### src/rtl/jtag_pkg.sv
// Shared types and helpers for the JTAG TMS master.
//   tap_state_t : 4-bit TAP controller state, same encoding as the target TAP
//   cmd_op_t    : host command opcode
//   seq_state_t : command sequencer state
//   tap_next()  : IEEE 1149.1 TAP next-state function
package jtag_pkg;

    typedef enum logic [3:0] {
        TAP_TLR      = 4'h0,
        TAP_RTI      = 4'h1,
        TAP_SEL_DR   = 4'h2,
        TAP_CAP_DR   = 4'h3,
        TAP_SHIFT_DR = 4'h4,
        TAP_EXIT1_DR = 4'h5,
        TAP_PAUSE_DR = 4'h6,
        TAP_EXIT2_DR = 4'h7,
        TAP_UPD_DR   = 4'h8,
        TAP_SEL_IR   = 4'h9,
        TAP_CAP_IR   = 4'hA,
        TAP_SHIFT_IR = 4'hB,
        TAP_EXIT1_IR = 4'hC,
        TAP_PAUSE_IR = 4'hD,
        TAP_EXIT2_IR = 4'hE,
        TAP_UPD_IR   = 4'hF
    } tap_state_t;

    typedef enum logic [1:0] {
        OP_RESET    = 2'b00,
        OP_IDLE     = 2'b01,
        OP_SHIFT_IR = 2'b10,
        OP_SHIFT_DR = 2'b11
    } cmd_op_t;

    typedef enum logic [2:0] {
        S_IDLE,
        S_NAV,
        S_SHIFT,
        S_POST,
        S_RESP,
        S_RUN
    } seq_state_t;

    function automatic tap_state_t tap_next(input tap_state_t s, input logic tms);
        tap_state_t n;
        case (s)
            TAP_TLR:      n = tms ? TAP_TLR      : TAP_RTI;
            TAP_RTI:      n = tms ? TAP_SEL_DR   : TAP_RTI;
            TAP_SEL_DR:   n = tms ? TAP_SEL_IR   : TAP_CAP_DR;
            TAP_CAP_DR:   n = tms ? TAP_EXIT1_DR : TAP_SHIFT_DR;
            TAP_SHIFT_DR: n = tms ? TAP_EXIT1_DR : TAP_SHIFT_DR;
            TAP_EXIT1_DR: n = tms ? TAP_UPD_DR   : TAP_PAUSE_DR;
            TAP_PAUSE_DR: n = tms ? TAP_EXIT2_DR : TAP_PAUSE_DR;
            TAP_EXIT2_DR: n = tms ? TAP_UPD_DR   : TAP_SHIFT_DR;
            TAP_UPD_DR:   n = tms ? TAP_SEL_DR   : TAP_RTI;
            TAP_SEL_IR:   n = tms ? TAP_TLR      : TAP_CAP_IR;
            TAP_CAP_IR:   n = tms ? TAP_EXIT1_IR : TAP_SHIFT_IR;
            TAP_SHIFT_IR: n = tms ? TAP_EXIT1_IR : TAP_SHIFT_IR;
            TAP_EXIT1_IR: n = tms ? TAP_UPD_IR   : TAP_PAUSE_IR;
            TAP_PAUSE_IR: n = tms ? TAP_EXIT2_IR : TAP_PAUSE_IR;
            TAP_EXIT2_IR: n = tms ? TAP_UPD_IR   : TAP_SHIFT_IR;
            TAP_UPD_IR:   n = tms ? TAP_SEL_DR   : TAP_RTI;
            default:      n = TAP_TLR;
        endcase
        return n;
    endfunction

endpackage

### src/rtl/jtag_tms_master_tap_shadow.sv
// jtag_tap_shadow: mirror of the target TAP controller state.
// Advances on every clk edge using the TMS bit currently presented to the TAP.
//   clk       in   TCK
//   TRST      in   asynchronous active-high reset, forces Test_Logic_Reset
//   tms       in   registered TMS being driven to the TAP
//   tap_state out  shadow TAP state
module jtag_tap_shadow
    import jtag_pkg::*;
(
    input  logic       clk,
    input  logic       TRST,
    input  logic       tms,
    output tap_state_t tap_state
);

    tap_state_t state_q;
    tap_state_t state_d;

    always_comb begin
        state_d = tap_next(state_q, tms);
    end

    always_ff @(posedge clk or posedge TRST) begin
        if (TRST) begin
            state_q <= TAP_TLR;
        end else begin
            state_q <= state_d;
        end
    end

    assign tap_state = state_q;

endmodule

### src/rtl/jtag_tms_master.sv
// jtag_tms_master: JTAG initiator. Turns RESET / IDLE / SHIFT_IR / SHIFT_DR
// commands into registered TMS/TDI streams, captures TDO into a response word
// and tracks the target TAP state through a shadow copy.
// Optional feature macro: JTAG_TDO_CHECK_EN (adds expect/mask compare).
//   clk, TRST            TCK and asynchronous active-high reset
//   cmd_valid/cmd_ready  command handshake; cmd_op, cmd_len, cmd_data payload
//   rsp_valid/rsp_ready  response handshake; rsp_data (TDO, LSB first), rsp_err
//   tms, tdi, tdo        TAP pins (tms/tdi registered)
//   tap_state            shadow TAP state
//   cmd_expect, cmd_mask, rsp_mismatch   only with JTAG_TDO_CHECK_EN
module jtag_tms_master
    import jtag_pkg::*;
#(
    parameter int unsigned MAX_LEN = 32,
    parameter int unsigned LEN_W   = $clog2(MAX_LEN + 1)
) (
    input  logic               clk,
    input  logic               TRST,
    input  logic               cmd_valid,
    output logic               cmd_ready,
    input  logic [1:0]         cmd_op,
    input  logic [LEN_W-1:0]   cmd_len,
    input  logic [MAX_LEN-1:0] cmd_data,
`ifdef JTAG_TDO_CHECK_EN
    input  logic [MAX_LEN-1:0] cmd_expect,
    input  logic [MAX_LEN-1:0] cmd_mask,
    output logic               rsp_mismatch,
`endif
    output logic               rsp_valid,
    input  logic               rsp_ready,
    output logic [MAX_LEN-1:0] rsp_data,
    output logic               rsp_err,
    output logic               tms,
    output logic               tdi,
    input  logic               tdo,
    output logic [3:0]         tap_state
);

    localparam logic [LEN_W-1:0] MAX_LEN_L = LEN_W'(MAX_LEN);

    seq_state_t         seq_q,       seq_d;
    cmd_op_t            op_q,        op_d;
    logic [LEN_W-1:0]   len_q,       len_d;
    logic [MAX_LEN-1:0] data_q,      data_d;
    logic [3:0]         nav_q,       nav_d;
    logic [2:0]         nav_cnt_q,   nav_cnt_d;
    logic [LEN_W-1:0]   bit_cnt_q,   bit_cnt_d;
    logic [LEN_W-1:0]   run_cnt_q,   run_cnt_d;
    logic               post_q,      post_d;
    logic               tms_q,       tms_d;
    logic               tdi_q,       tdi_d;
    logic               rsp_valid_q, rsp_valid_d;
    logic               rsp_err_q,   rsp_err_d;
    logic [MAX_LEN-1:0] rsp_data_q,  rsp_data_d;
`ifdef JTAG_TDO_CHECK_EN
    logic [MAX_LEN-1:0] exp_q,       exp_d;
    logic [MAX_LEN-1:0] mask_q,      mask_d;
    logic               mism_q,      mism_d;
    logic [MAX_LEN-1:0] len_mask;
`endif

    tap_state_t tap_q;
    logic       at_tlr;
    logic [4:0] nav_pat;
    logic [2:0] nav_len;

    jtag_tap_shadow u_shadow (
        .clk       (clk),
        .TRST      (TRST),
        .tms       (tms_q),
        .tap_state (tap_q)
    );

    assign cmd_ready = (seq_q == S_IDLE) && !rsp_valid_q;
    assign at_tlr    = (tap_q == TAP_TLR);

    always_comb begin
        seq_d       = seq_q;
        op_d        = op_q;
        len_d       = len_q;
        data_d      = data_q;
        nav_d       = nav_q;
        nav_cnt_d   = nav_cnt_q;
        bit_cnt_d   = bit_cnt_q;
        run_cnt_d   = run_cnt_q;
        post_d      = post_q;
        tms_d       = tms_q;
        tdi_d       = tdi_q;
        rsp_valid_d = rsp_valid_q;
        rsp_err_d   = rsp_err_q;
        rsp_data_d  = rsp_data_q;
`ifdef JTAG_TDO_CHECK_EN
        exp_d       = exp_q;
        mask_d      = mask_q;
        mism_d      = mism_q;
        len_mask    = '0;
        for (int unsigned i = 0; i < MAX_LEN; i++) begin
            len_mask[i] = (LEN_W'(i) < len_q);
        end
`endif

        // Navigation pattern, LSB first; a leading 0 leaves TLR for RTI.
        if (cmd_op_t'(cmd_op) == OP_RESET) begin
            nav_pat = 5'b11111;
            nav_len = 3'd5;
        end else begin
            nav_pat = (cmd_op_t'(cmd_op) == OP_SHIFT_IR) ? 5'b00011 : 5'b00001;
            nav_len = (cmd_op_t'(cmd_op) == OP_SHIFT_IR) ? 3'd4 : 3'd3;
            if (at_tlr) begin
                nav_pat = {nav_pat[3:0], 1'b0};
                nav_len = nav_len + 3'd1;
            end
        end

        case (seq_q)
            S_IDLE: begin
                if (cmd_valid && cmd_ready) begin
                    op_d       = cmd_op_t'(cmd_op);
                    len_d      = cmd_len;
                    data_d     = cmd_data;
                    rsp_data_d = '0;
                    rsp_err_d  = 1'b0;
                    post_d     = 1'b0;
                    bit_cnt_d  = '0;
`ifdef JTAG_TDO_CHECK_EN
                    exp_d      = cmd_expect;
                    mask_d     = cmd_mask;
                    mism_d     = 1'b0;
`endif
                    case (cmd_op_t'(cmd_op))
                        OP_IDLE: begin
                            if (!at_tlr && cmd_len == '0) begin
                                seq_d       = S_RESP;
                                rsp_valid_d = 1'b1;
                            end else begin
                                // run_cnt counts the cycles left after the first one
                                seq_d     = S_RUN;
                                tms_d     = 1'b0;
                                run_cnt_d = at_tlr ? cmd_len : cmd_len - LEN_W'(1);
                            end
                        end
                        OP_RESET: begin
                            seq_d     = S_NAV;
                            tms_d     = nav_pat[0];
                            nav_d     = nav_pat[4:1];
                            nav_cnt_d = nav_len - 3'd1;
                        end
                        default: begin
                            if (cmd_len == '0 || cmd_len > MAX_LEN_L) begin
                                seq_d       = S_RESP;
                                rsp_valid_d = 1'b1;
                                rsp_err_d   = 1'b1;
                            end else begin
                                seq_d     = S_NAV;
                                tms_d     = nav_pat[0];
                                nav_d     = nav_pat[4:1];
                                nav_cnt_d = nav_len - 3'd1;
                            end
                        end
                    endcase
                end
            end
            S_NAV: begin
                if (nav_cnt_q != 3'd0) begin
                    tms_d     = nav_q[0];
                    nav_d     = {1'b0, nav_q[3:1]};
                    nav_cnt_d = nav_cnt_q - 3'd1;
                end else if (op_q == OP_RESET) begin
                    seq_d       = S_RESP;
                    rsp_valid_d = 1'b1;
                end else begin
                    seq_d     = S_SHIFT;
                    tms_d     = (len_q == LEN_W'(1));
                    tdi_d     = data_q[0];
                    data_d    = data_q >> 1;
                    bit_cnt_d = '0;
                end
            end
            S_SHIFT: begin
                if (tap_q == TAP_SHIFT_DR || tap_q == TAP_SHIFT_IR) begin
                    for (int unsigned i = 0; i < MAX_LEN; i++) begin
                        if (LEN_W'(i) == bit_cnt_q) begin
                            rsp_data_d[i] = tdo;
                        end
                    end
                end
                if (bit_cnt_q + LEN_W'(1) == len_q) begin
                    seq_d  = S_POST;
                    tms_d  = 1'b1;
                    tdi_d  = 1'b0;
                    post_d = 1'b0;
                end else begin
                    bit_cnt_d = bit_cnt_q + LEN_W'(1);
                    tms_d     = (bit_cnt_q + LEN_W'(2) == len_q);
                    tdi_d     = data_q[0];
                    data_d    = data_q >> 1;
                end
            end
            S_POST: begin
                if (!post_q) begin
                    post_d = 1'b1;
                    tms_d  = 1'b0;
                end else begin
                    seq_d       = S_RESP;
                    rsp_valid_d = 1'b1;
`ifdef JTAG_TDO_CHECK_EN
                    mism_d      = |((rsp_data_q ^ exp_q) & mask_q & len_mask);
`endif
                end
            end
            S_RUN: begin
                if (run_cnt_q != '0) begin
                    run_cnt_d = run_cnt_q - LEN_W'(1);
                end else begin
                    seq_d       = S_RESP;
                    rsp_valid_d = 1'b1;
                end
            end
            S_RESP: begin
                if (rsp_ready) begin
                    rsp_valid_d = 1'b0;
                    seq_d       = S_IDLE;
                end
            end
            default: seq_d = S_IDLE;
        endcase
    end

    always_ff @(posedge clk or posedge TRST) begin
        if (TRST) begin
            seq_q       <= S_IDLE;
            op_q        <= OP_RESET;
            len_q       <= '0;
            data_q      <= '0;
            nav_q       <= '0;
            nav_cnt_q   <= '0;
            bit_cnt_q   <= '0;
            run_cnt_q   <= '0;
            post_q      <= 1'b0;
            tms_q       <= 1'b1;
            tdi_q       <= 1'b0;
            rsp_valid_q <= 1'b0;
            rsp_err_q   <= 1'b0;
            rsp_data_q  <= '0;
`ifdef JTAG_TDO_CHECK_EN
            exp_q       <= '0;
            mask_q      <= '0;
            mism_q      <= 1'b0;
`endif
        end else begin
            seq_q       <= seq_d;
            op_q        <= op_d;
            len_q       <= len_d;
            data_q      <= data_d;
            nav_q       <= nav_d;
            nav_cnt_q   <= nav_cnt_d;
            bit_cnt_q   <= bit_cnt_d;
            run_cnt_q   <= run_cnt_d;
            post_q      <= post_d;
            tms_q       <= tms_d;
            tdi_q       <= tdi_d;
            rsp_valid_q <= rsp_valid_d;
            rsp_err_q   <= rsp_err_d;
            rsp_data_q  <= rsp_data_d;
`ifdef JTAG_TDO_CHECK_EN
            exp_q       <= exp_d;
            mask_q      <= mask_d;
            mism_q      <= mism_d;
`endif
        end
    end

    assign tms       = tms_q;
    assign tdi       = tdi_q;
    assign rsp_valid = rsp_valid_q;
    assign rsp_err   = rsp_err_q;
    assign rsp_data  = rsp_data_q;
    assign tap_state = tap_q;
`ifdef JTAG_TDO_CHECK_EN
    assign rsp_mismatch = mism_q;
`endif

endmodule

### config.mk
export PLATFORM = sky130hd
export DESIGN_NAME = jtag_tms_master
export DESIGN_NICKNAME = d
export VERILOG_FILES = /design/src/rtl/jtag_pkg.sv /design/src/rtl/jtag_tms_master_tap_shadow.sv /design/src/rtl/jtag_tms_master.sv
export SDC_FILE = /design/constraint.sdc
export NUM_CORES = 1
export LEC_CHECK = 0
export CELL_PAD_IN_SITES_DETAIL_PLACEMENT = 1
export CELL_PAD_IN_SITES_GLOBAL_PLACEMENT = 1
export CORE_MARGIN = 5
export CORE_UTILIZATION = 45
export DETAILED_ROUTE_END_ITERATION = 16
export PLACE_DENSITY_LB_ADDON = 0.1
export SETUP_SLACK_MARGIN = 0.4
export SYNTH_ARGS = -nofsm -noshare
export SYNTH_HDL_FRONTEND = slang
export SYNTH_SLANG_ARGS = --single-unit
### constraint.sdc
create_clock -name clk -period 5.05 [get_ports clk]
set_clock_uncertainty 0.2 [all_clocks]
set_input_delay 0.7575 -clock clk [delete_from_list [all_inputs] [get_ports clk]]
set_output_delay 0.7575 -clock clk [all_outputs]
set_load 0.01 [all_outputs]
==> impl_results.md, run 1 <==
- HP Class: flop to flop
- Post-synth cell types: 66
- DIE WIDTH: 124.2 um
- Clock share of power: 0.201
- DRC: 0
- Maximum clock frequency: 309.6 MHz
- Sw frac: 0.4176
- Startpoint Class: primary input
- Sequential Area: 2579 um^2
- Max-slew violation count: 0
- Area of the core: 12720 um^2
- Synthesis-to-layout area growth: 20.94%
- Hold WS: 0.2814 ns
- Leakage: 2.978 nW
- CTS root buf: clkbuf_16
- Area fraction of the dominant cell type after synthesis: 0.4346
- Period minus WS final: 3.230 ns
- M1 wire length: 7.247 mm
- Part of the power in registers: 0.360
- CTS tree: done
- Highest metal used: met4
- Setup Fix Bufs, Post-CTS: 0
- Total number of vias: 5065
- Setup CP Type: primary input to flop
- Die Y: 124.2 um
- Pwr/cell area: 552.1 nW/um^2
- GRT Residual Overflow: 0
- Number of DRC markers in iteration 0: 332
- Multi-input gate area: 3044 um^2
- Final hold violations: 0
- First-pass GRT wire length: 27.85 mm
- Yosys warning count: 0
- Setup TNS: 0 ns
- Comb power frac: 0.439
- Final Core Density: 0.5583
- Min-delay src: data_q[20]
- Half-perimeter wire length after placement: 11.38 mm
- Post-Synthesis Cell Area: 5873 um^2
- Sequential area share after synthesis: 0.4391
- H-tree depth: 3
- RD Place Congestion: 0.8335
- Worst slew margin: 0.2018
- RSZ-0062 raised after global routing: false
- Final period util: 0.6396
- Final setup fails: 0
- Nets: 768
- Fillers: 1525
- Async set-reset flop share out of synthesis: 1.000
- Cell Int Power: 0.002284 W
- Setup crit start: cmd_valid
- Slew @ Worst Pin: 1.194 ns
- Initial Util: 0.4616
- Cts repair resizes: 0
- CP Capture Type: flop
- Total GRT Usage: 0.2168
- Worst Path Max Fanout: 12
- TritonCTS Sinks: 103
- Post-synthesis cell count: 653
- Cell Area, Placed: 6770 um^2
- Synth Flop Type: dfrtp_1
- Largest net degree at the start of global routing: 77
- Final WL: 16.42 mm
- Status: finished clean
- Worst Path Required: 5.10 ns
- Total I/O pin count: 86
- Vias in the first global route: 5493
- Synth area leaders: dfrtp_1 (43%), o21ai_0 (9.6%), mux2i_1 (5.8%)
- Clock transition at path regs: 0.07 ns
- Row count: 41
- Synth Area per Inst: 8.994 um^2
- EDFF count, synth: 0
- MaxCap Viol Count: 0
- Latest clock arrival within the worst-skew pair: 0.36 ns
- Maximum vdd ir drop: 0.3057 mV
- Layout cells sized above 1: 0.07252
- Hold buffers post-CTS: 0
- Metal2 WL: 8.453 mm
- Wirelength per Cell: 18.47 um
- Switch Pwr: 0.001638 W
- CP Data Arrival Time: 3.28 ns
- Worst-case clock buffer depth: 2
- Initial antenna violation count: 0
- First-pass detailed-route iteration total: 4
- Worst r2r src: seq_q[0]
- Vias/cell: 5.697
- Die area: 15440 um^2
- Port bufs: 85
- #FFs+latches synth: 103
- Post-route cell area: 7103 um^2
- Syn nets: 709
- Synth area leader: dfrtp_1
- Met3 WL post-DR: 554 um
- Antenna viol nets, final: 0
- TritonCTS buffer count: 9
- ANT cells: 0
==> area by class of cell <==
cell class | count | area share
inverters | 15 | 0.008279
flip-flops and latches | 103 | 0.3630
repair buffers | 88 | 0.1230
clock inverters | 4 | 0.01075
clock buffers | 12 | 0.03611
well taps | 172 | 0.03030
multi-input cells | 495 | 0.4286
==> cell families (layout without fill, tap and decap cells) <==
logic type / Yosys count / in the layout / share of synthesized area
AOI/OAI and AO/OA: 227 / 227 / 0.2343
xor gates and xnor gates: 18 / 18 / 0.02684
adders and majority gates: 11 / 11 / 0.02343
buffers and inverters: 55 / 119 / 0.04388
DFF: 103 / 103 / 0.4391
muxes: 38 / 38 / 0.06562
and+or+nand+nor: 201 / 201 / 0.1668
==> cell usage after synthesis, types with 2 or more instances <==
master and count:
xor2_1 8, nor2_1 31, o21ai_2 8, nand3_1 12, buf_2 11, a22o_1 3
and2_1 13, o31ai_1 7, a211oi_1 3, nor4_1 2, buf_1 2, a21oi_1 57
a22oi_1 2, nor2b_1 10, or4_1 3, nor3_1 10, or3_1 5, mux2_2 4
nor3b_1 2, o21ai_1 7, o32ai_1 2, o21ai_0 113, dfrtp_1 102, nand4_1 3
xnor2_1 10, nand2b_1 10, mux2i_1 34, nand2_1 89, ha_1 11, o211ai_1 5
buf_6 5, clkbuf_1 22, inv_1 14
==> cell usage in the layout, fill, tap and decap left out, types with 9 or more instances in the layout <==
master,synthesis,routed
o21ai_0,113,113
dfrtp_1,102,102
nand2_1,89,89
clkdlybuf4s50_1,0,85
a21oi_1,57,57
mux2i_1,34,34
nor2_1,31,30
inv_1,14,13
and2_1,13,13
nand3_1,12,12
ha_1,11,11
xnor2_1,10,10
nor2b_1,10,10
nor3_1,10,10
nand2b_1,10,10
clkbuf_16,0,9
==> final timing paths <==
kind | to | slack (ns) | cells after the start
min reg2reg | data_q[20] | 0.28 | 2
min in group asynchronous | data_q[22] | 0.78 | 2
max in group asynchronous | tms | 2.88 | 3
min | data_q[20] | 0.28 | 2
max reg2reg | run_cnt_q[0] | 1.87 | 6
max | run_cnt_q[0] | 1.82 | 7
==> sequential cells by signal, summed over array words and instances, names as in the netlist <==
name / count
data_q: 32
rsp_data: 32
bit_cnt_q: 6
len_q: 6
run_cnt_q: 6
nav_q: 4
u_shadow.tap_state: 4
nav_cnt_q: 3
seq_q: 3
op_q: 2
post_q: 1
rsp_err: 1
rsp_valid: 1
tdi: 1
tms: 1
==> per-stage QoR <==
step                      instances  total power (W)  worst slack (ns)
final                           889         0.003922             1.820
after detailed placement        873         0.003133             1.478
after global placement          873         0.003033             1.597
after CTS                       889         0.003950             1.801
after global routing            889         0.004226             1.544
after floorplan                 653         0.002699             1.390
==> worst max-delay path, stage by stage <==
cell,delay (ns)
clkdlybuf4s50_1,0.45
nor2b_1,0.43
and2_1,0.44
nand2_1,0.08
a22oi_1,0.70
mux2i_1,0.16
a31o_2,0.25
==> per-layer routing <==
layer,track usage,up-vias
met5,0,-
met4,0.05158,0
met3,0.05532,14
met2,0.3839,77
met1,0.2640,2546
li1,-,2428
==> power by group through the flow <==
stage | sequential (W) | combinational (W) | clock [W]
after detailed placement | 0.00141 | 0.00172 | 0
after global routing | 0.00146 | 0.00194 | 0.000830
after floorplan | 0.00127 | 0.00143 | 0
after CTS | 0.00141 | 0.00174 | 0.000802
after global placement | 0.00139 | 0.00164 | 0
final | 0.00141 | 0.00172 | 0.000789
No activity file was read; power rests on OpenSTA's default activity.
==> run 2, diff against run 1 <==
--- a/config.mk
+++ b/config.mk
@@ -8,7 +8,7 @@
 export CELL_PAD_IN_SITES_DETAIL_PLACEMENT = 1
 export CELL_PAD_IN_SITES_GLOBAL_PLACEMENT = 1
 export CORE_MARGIN = 5
-export CORE_UTILIZATION = 45
+export CORE_UTILIZATION = 42
 export DETAILED_ROUTE_END_ITERATION = 16
 export PLACE_DENSITY_LB_ADDON = 0.1
 export SETUP_SLACK_MARGIN = 0.4
==> constraint.sdc (replaced) <==
create_clock -name clk -period 3.3 [get_ports clk]
set_clock_uncertainty 0.2 [all_clocks]
set_input_delay 0.495 -clock clk [delete_from_list [all_inputs] [get_ports clk]]
set_output_delay 0.495 -clock clk [all_outputs]
set_load 0.01 [all_outputs]
==> impl_results.md, run 2 (synthesis gave the netlist of run 1 again) <==
- Status: finished clean
- DIE WIDTH: 128.3 um
- Latest clock arrival within the worst-skew pair: 0.36 ns
- ANT cells: 0
- Commonest non-fill, non-tap cell in the layout: o21ai_0
- Final period util: 0.8220
- Largest net degree at the start of global routing: 43
- Final setup fails: 0
- Die area: 16450 um^2
- Post-route cell area: 7213 um^2
- Final WL: 16.05 mm
- TritonCTS Sinks: 103
- TritonCTS buffer count: 9
- Comb power frac: 0.478
- CTS tree: done
- Max-slew violation count: 0
- CP Capture Type: output pin
- RD Place Congestion: 0.8241
- Worst Path Required: 2.60 ns
- Clock transition at path regs: 0.07 ns
- Layout cells sized above 1: 0.09576
- GRT Residual Overflow: 0
- CP max stage delay: 0.55 ns
- Slew @ Worst Pin: 0.7846 ns
- RSZ-0062 raised after global routing: true
- Layout Cells excl Fill: 911
- Antenna viol nets, final: 0
- Part of the power in registers: 0.343
- MaxCap Viol Count: 0
- Nets: 782
- CP cell instances: or3_1 > nor2_1 > clkdlybuf4s50_1
- H-tree depth: 3
- CTS root buf: clkbuf_16
- Placed insts: 895
- Vias/cell: 5.543
- Final total power: 0.005949 W
- Cell Area, Placed: 6912 um^2
- Final hold violations: 0
- Initial antenna violation count: 0
- Number of DRC markers in iteration 0: 370
- First-pass detailed-route iteration total: 4
- Port bufs: 85
- Initial Util: 0.4264
- Maximum clock frequency: 368.7 MHz
- Half-perimeter wire length after placement: 11.75 mm
- CP Data Arrival Time: 2.02 ns
- Die Y: 128.3 um
- Setup CP Type: flop to output pin
- Setup TNS: 0 ns
- Switch Pwr: 0.002532 W
- Period minus WS final: 2.712 ns
- HP Class: primary input to async pin
- Leakage: 3.040 nW
- Wirelength per Cell: 17.62 um
- Hold buffers post-CTS: 0
- Startpoint Class: flop
- Pwr/cell area: 824.7 nW/um^2
- Total number of vias: 5050
- Crit-path slowest cell: clkdlybuf4s50_1
- Total I/O pin count: 86
- Worst Path Max Fanout: 10
- Vias in the first global route: 5420
- First-pass GRT wire length: 27.02 mm
- Worst slew margin: 0.4750
- Total GRT Usage: 0.2022
- DRC: 0
- Row count: 43
- Synthesis-to-layout area growth: 22.82%
- Area of the core: 13770 um^2
- Worst-case clock buffer depth: 2
- Clock share of power: 0.179
- Commonest cells after routing, fill and taps aside: o21ai_0 (113), dfrtp_1 (101), nand2_1 (89)
- Maximum vdd ir drop: 0.4936 mV
- Sw frac: 0.4256
- Cell Int Power: 0.003417 W
run 2: cell count changes in the layout (fill, tap and decap cells not counted), moves of 2 or more:
cell and change:
buf_4 +12, buf_12 +2, clkinv_4 +2, bufinv_16 -2
run 2: worst paths after layout:
check / from / depth (start not counted) / slack [ns] / endpoint
max: seq_q[1] / 3 / 0.59 / cmd_ready
min: TRST / 2 / 0.29 / rsp_data[29]
max reg2reg: bit_cnt_q[2] / 7 / 0.61 / bit_cnt_q[0]
min reg2reg: data_q[11] / 2 / 0.29 / data_q[11]
max in group asynchronous: TRST / 3 / 1.94 / data_q[29]
min in group clk: data_q[11] / 2 / 0.29 / data_q[11]
run 2: per-stage QoR:
step	util	worst slack (ns)	hold slack, ns
after CTS	0.5229	0.4780	0.2926
after global routing	0.5237	0.3903	0.3157
final	0.5237	0.5876	0.2871
after global placement	0.5018	0.2269	0.2613
after floorplan	-	0.9108	0.2447
after detailed placement	0.5018	0.1543	0.2738
run 2: final cells by class:
class	count	area (um^2)
clock buffer	10	239.0
clock inverter	6	51.30
fill	1588	6560
inverter	15	60.06
multi-input combinational	495	3054
sequential	103	2580
tap	180	225.2
timing repair buffer	102	1003
run 2: repair_timing:
item	CTS	global route
buffers inserted	0	0
endpoints found under the setup margin	0	16
hold endpoints to repair	0	0
resized for setup	0	3
run 2: worst max-delay path: cells and delay by family, from the launching register on:
kind / cells / cell delay, ns
and+or+nand+nor: 2 / 0.61
buffers and inverters: 1 / 0.55
DFF: 1 / 0.51
run 2: metal layers:
metal / track usage / share of wire / vias to the layer above
li1: - / - / 2456
met1: 0.2684 / 0.46 / 2493
met2: 0.3405 / 0.49 / 88
met3: 0.03125 / 0.036 / 13
met4: 0.06117 / 0.014 / 0
met5: 0 / 0 / -
run 2: power groups by stage:
stage	Combinational [W]	Clock (W)	Sequential, W
CTS	0.00287	0.00109	0.00204
global placement	0.00274	0	0.00204
detailed placement	0.00285	0	0.00207
finish	0.00284	0.00107	0.00204
floorplan	0.00219	0	0.00194
global route	0.00318	0.00114	0.00211
